[src/rtl/serial_subtractor.sv]
// Multi-cycle unsigned subtractor: diff_o = num1_i - num2_i (mod 2^WIDTH),
// one CHUNK-bit digit per clock, least-significant digit first, rippling the borrow.
module serial_subtractor #(
   parameter int WIDTH = 64,
   parameter int CHUNK = 8
) (
   input  logic             clk_i,
   input  logic             rst_ni,
   input  logic             start_i,
   input  logic [WIDTH-1:0] num1_i,
   input  logic [WIDTH-1:0] num2_i,
   output logic             busy_o,
   output logic             done_o,
   output logic [WIDTH-1:0] diff_o,
   output logic             borrow_o,
   output logic [1:0]       state_o
);

   localparam int NCHUNK = WIDTH / CHUNK;
   localparam int CW     = (NCHUNK > 1) ? $clog2(NCHUNK) : 1;

   typedef enum logic [1:0] {
      IDLE = 2'd0,
      RUN  = 2'd1,
      DONE = 2'd2
   } state_t;

   state_t           state_q, state_d;
   logic [CW-1:0]    cnt_q;
   logic [WIDTH-1:0] a_q, b_q, diff_q;
   logic             brw_q, borrow_q;
   logic             accept, last;
   logic [CHUNK:0]   sub;

   // Handshake: a start is accepted on any edge where start_i=1 and the block
   // is not in RUN (IDLE or DONE); operands are sampled only on that edge.
   // done_o pulses for one cycle; diff_o/borrow_o then hold until the next accept.
   assign last = (cnt_q == CW'(NCHUNK - 1));
   assign sub  = {1'b0, a_q[cnt_q*CHUNK +: CHUNK]}
               - {1'b0, b_q[cnt_q*CHUNK +: CHUNK]}
               - {{CHUNK{1'b0}}, brw_q};

   always_comb begin
      state_d = state_q;
      busy_o  = 1'b0;
      done_o  = 1'b0;
      accept  = 1'b0;
      case (state_q)
         IDLE: begin
            if (start_i) begin
               state_d = RUN;
               accept  = 1'b1;
            end
         end
         RUN: begin
            busy_o = 1'b1;
            if (last) state_d = DONE;
         end
         DONE: begin
            done_o = 1'b1;
            if (start_i) begin
               state_d = RUN;
               accept  = 1'b1;
            end else begin
               state_d = IDLE;
            end
         end
         default: state_d = IDLE;
      endcase
   end

   always_ff @(posedge clk_i or negedge rst_ni) begin
      if (!rst_ni) begin
         state_q  <= IDLE;
         cnt_q    <= '0;
         a_q      <= '0;
         b_q      <= '0;
         brw_q    <= 1'b0;
         diff_q   <= '0;
         borrow_q <= 1'b0;
      end else begin
         state_q <= state_d;
         if (accept) begin
            a_q      <= num1_i;
            b_q      <= num2_i;
            cnt_q    <= '0;
            brw_q    <= 1'b0;
            diff_q   <= '0;
            borrow_q <= 1'b0;
         end else if (state_q == RUN) begin
            diff_q[cnt_q*CHUNK +: CHUNK] <= sub[CHUNK-1:0];
            brw_q <= sub[CHUNK];
            cnt_q <= cnt_q + CW'(1);
            // The borrow out of the top digit is the unsigned less-than flag.
            if (last) borrow_q <= sub[CHUNK];
         end
      end
   end

   assign diff_o   = diff_q;
   assign borrow_o = borrow_q;
   assign state_o  = state_q;

endmodule

[config.mk]
export PLATFORM = sky130hd
export DESIGN_NAME = serial_subtractor
export DESIGN_NICKNAME = d
export VERILOG_FILES = /design/src/rtl/serial_subtractor.sv
export SDC_FILE = /design/constraint.sdc
export NUM_CORES = 1
export LEC_CHECK = 0
export ABC_CLOCK_PERIOD_IN_PS = 8700
export CAP_MARGIN = 25
export CORE_ASPECT_RATIO = 0.5
export CORE_MARGIN = 2
export CORE_UTILIZATION = 55
export DETAILED_ROUTE_END_ITERATION = 12
export PLACE_DENSITY = 0.88
export SYNTH_ARGS = -nofsm -noshare
export SYNTH_HDL_FRONTEND = slang
export SYNTH_SLANG_ARGS = --single-unit
[constraint.sdc]
create_clock -name clk_i -period 8.7 [get_ports clk_i]
set_input_delay 2.175 -clock clk_i [delete_from_list [all_inputs] [get_ports clk_i]]
set_output_delay 2.175 -clock clk_i [all_outputs]
set_load 0.005 [all_outputs]
==> results.sh <==
export IMPL_grt_max_degree=122
export IMPL_synth_top_family_by_area="simple AND/OR/NAND/NOR gates"
export IMPL_synth_adder_area_share_pct=2.69
export IMPL_r2r_cells=12
export IMPL_grt_pass1_wl_microns=37900
export IMPL_drv_cap=0
export IMPL_cts_tree="built"
export IMPL_grt_pass1_vias=7475
export IMPL_area_delta_synth_final_pct=30.6
export IMPL_io_pins=200
export IMPL_final_hold_violation_count=0
export IMPL_dr_wl_met3_microns=1590
export IMPL_rsz0062_at_grt="false"
export IMPL_ir_drop_mv=0.526
export IMPL_synth_xor_xnor_area_share_pct=0.771
export IMPL_required_ns=8.99
export IMPL_insertion_delay_ns=0.44
export IMPL_finalMaxSlewViolations=0
export IMPL_power_w=0.00528
export IMPL_finalCritPeriodShare_pct=53.3
export IMPL_synth_cell_types=35
export IMPL_slew_headroom_pct=33.3
export IMPL_die_h_microns=94.1
export IMPL_cts_setup_buffers=0
export IMPL_clockBufferDepth=2
export IMPL_p_comb_share_pct=55.1
export IMPL_gp_congestion=0.827
export IMPL_synth_edf_count=0
export IMPL_ys_ff_latch=199
export IMPL_worstPathArrival_ns=4.92
export IMPL_syn_instance_count=932
export IMPL_seq_power_share_pct=29.4
export IMPL_nets=1250
export IMPL_fillers=1021
export IMPL_async_reset_ff_share_pct=100
export IMPL_grt_use_total_pct=28.7
export IMPL_outcome="completed"
export IMPL_syn_area_sq_um=8920
export IMPL_final_area_sq_um=11600
export IMPL_cts_root_buffer_cell="clkbuf_16"
export IMPL_cts_sinks=199
export IMPL_hpwl_microns=15700
export IMPL_clockPowerShare_pct=15.5
export IMPL_viasPerCell=5.64
export IMPL_num_rows=32
export IMPL_setup_violations=0
export IMPL_start_kind="flop"
export IMPL_p_leak_nw=5.62
export IMPL_dpl_cell_area_sq_um=11000
export IMPL_drt_iter0_markers=612
export IMPL_synth_compound_area_share_pct=5.06
export IMPL_highest_layer="met4"
export IMPL_period_needed_ns=4.64
export IMPL_tightest_slew_ns=0.994
export IMPL_ant_nets=0
export IMPL_drive_above_1_share_pct=7.45
export IMPL_synth_mux_area_share_pct=9.48
export IMPL_wl_met2_microns=11700
export IMPL_cts_inserted_buffers=17
export IMPL_min_path_cells=2
export IMPL_dr_pass1_iters=5
export IMPL_slowest_stage="xor2_1"
export IMPL_timing_fmax_mhz=216
export IMPL_p_sw_w=0.00248
export IMPL_ys_seq_area_share_pct=55.8
export IMPL_setup_tns_ns=0
export IMPL_crit_chain="buf_4 > mux4_2 > nand2_1 > nand2_1 > fa_1 > fa_1 > nand2b_1 > a21oi_1 > o21bai_1 > a21oi_1 > xor2_1 > o21ai_0"
export IMPL_syn_area_per_cell_sq_um=9.57
export IMPL_numPortBuffers=199
export IMPL_critical_path_max_fanout=35
export IMPL_p_sw_share_pct=47.1
export IMPL_dp_slack_ns=3.98
export IMPL_yosys_area_share_simple_pct=23.0
export IMPL_die_w_microns=184
export IMPL_rrSetupSlack_ns=4.06
export IMPL_intPower_w=0.00280
export IMPL_grt_overflow=0
export IMPL_h_tree_depth=4
export IMPL_wire_per_inst_microns=17.9
export IMPL_die_area_sq_um=17300
export IMPL_ctsResizeCount=0
export IMPL_ctsHoldBuffers=0
export IMPL_path_clk_slew_ns=0.08
export IMPL_min_path_type="reg -> reg"
export IMPL_route_detailed_drc=0
export IMPL_synth_top_flop_cell="dfrtp_1"
export IMPL_yosysWarnings=0
export IMPL_routed_wl_microns=23600
export IMPL_synth_net_count=1081
export IMPL_start_util_pct=57.1
export IMPL_wl_met1_microns=9730
export IMPL_insertedDiodeCount=0
export IMPL_clock_skew_final_ns=0.00929
export IMPL_worstSetupEndpointType="flop"
export IMPL_p_per_area_nw_per_um2=453
export IMPL_core_region_area_sq_um=15600
export IMPL_cpPeakStageDelay_ns=0.72
export IMPL_fin_ws_ns=4.06
export IMPL_antenna_found_initial=0
export IMPL_critPathKind="reg -> reg"
export IMPL_via_count=7439
worst paths after layout:
| path | start | end |
|---|---|---|
| worst max-delay path | cnt_q[0] | diff_o[6] |
| worst min-delay path | a_q[44] | a_q[44] |
| worst max register to register | cnt_q[0] | diff_o[6] |
| worst min register to register | a_q[44] | a_q[44] |
| max in group asynchronous | rst_ni | cnt_q[0] |
| min in group asynchronous | rst_ni | b_q[60] |
per-stage QoR:
stage	cells	utilization (%)	hold slack, ns
6_report	1318	74.6	0.479
5_1_grt	1318	74.6	0.501
4_1_cts	1317	74.4	0.479
3_5_place_dp	1285	70.6	0.460
3_3_place_gp	1285	70.6	0.452
2_1_floorplan	932	-	0.440
state kept, by name, indices dropped and copies added, names as in the netlist:
name and flops:
diff_o 64, state_o 2, a_q 64, borrow_o 1
brw_q 1, b_q 64, cnt_q 3
metal layers:
metal / global-route usage, % / vias to the layer above
met1: 37.9 / 3679
li1: - / 3391
met5: 0 / -
met2: 48.0 / 317
met3: 5.58 / 52
met4: 10.4 / 0
synth_stat cells (all sizes together) (12+ instances only):
cell type	n	area share [%]
a21oi	12	0.67
buf	12	0.59
clkbuf	44	1.9
dfrtp	199	56
ha	16	2.2
inv	18	0.76
mux4	32	8.1
nand2	417	18
nand3	58	3.3
nor2	14	0.59
o21ai	45	2.5
o31ai	14	1.2
worst max-delay path, delay by kind of cell (launching register included):
family | cells | cell delay, ns
AO/OA/AOI/OAI | 4 | 0.85
XOR/XNOR | 1 | 0.72
adder cells (fa/ha/maj) | 2 | 0.88
buffers and inverters | 1 | 0.59
flip-flops | 1 | 0.39
multiplexers | 1 | 0.66
AND/OR/NAND/NOR | 3 | 0.37
layout make-up:
class / instances / area, sq um / area share (%)
clock inverter: 15 / 180 / 1.55
tap: 204 / 255 / 2.19
clock buffer: 17 / 425 / 3.65
multi-input combinational: 659 / 3670 / 31.5
timing repair buffer: 206 / 2070 / 17.8
sequential: 199 / 4980 / 42.8
inverter: 18 / 67.6 / 0.580
power by group through the flow:
stage | sequential [W] | clock, W | combinational (W)
floorplan | 0.00147 | 0 | 0.00183
global placement | 0.00152 | 0 | 0.00265
detailed placement | 0.00156 | 0 | 0.00280
CTS | 0.00155 | 0.000817 | 0.00285
global route | 0.00160 | 0.000858 | 0.00318
finish | 0.00155 | 0.000816 | 0.00291
cells in the final DEF (no fill, tap or decap), types with 8 or more instances in the layout:
cell type        synthesis  routed
nand2_1                417     417
clkdlybuf4s50_1          0     198
dfrtp_1                199     197
nand3_1                 58      58
o21ai_0                 44      44
mux4_2                  32      32
inv_1                   17      17
clkbuf_16                0      17
ha_1                    16      16
nor2_1                  14      14
o31ai_1                 14      14
a21oi_1                 12      12
mux2i_1                  8       8
cell families (layout without fill, tap and decap cells):
logic type,Yosys count,count (layout)
XOR/XNOR,7,7
AND/OR/NAND/NOR,512,512
flip-flops,199,199
buffers and inverters,74,256
multiplexers,44,44
AO/OA/AOI/OAI,78,78
adder cells (fa/ha/maj),18,18
Power figures use the tool's default switching activity.
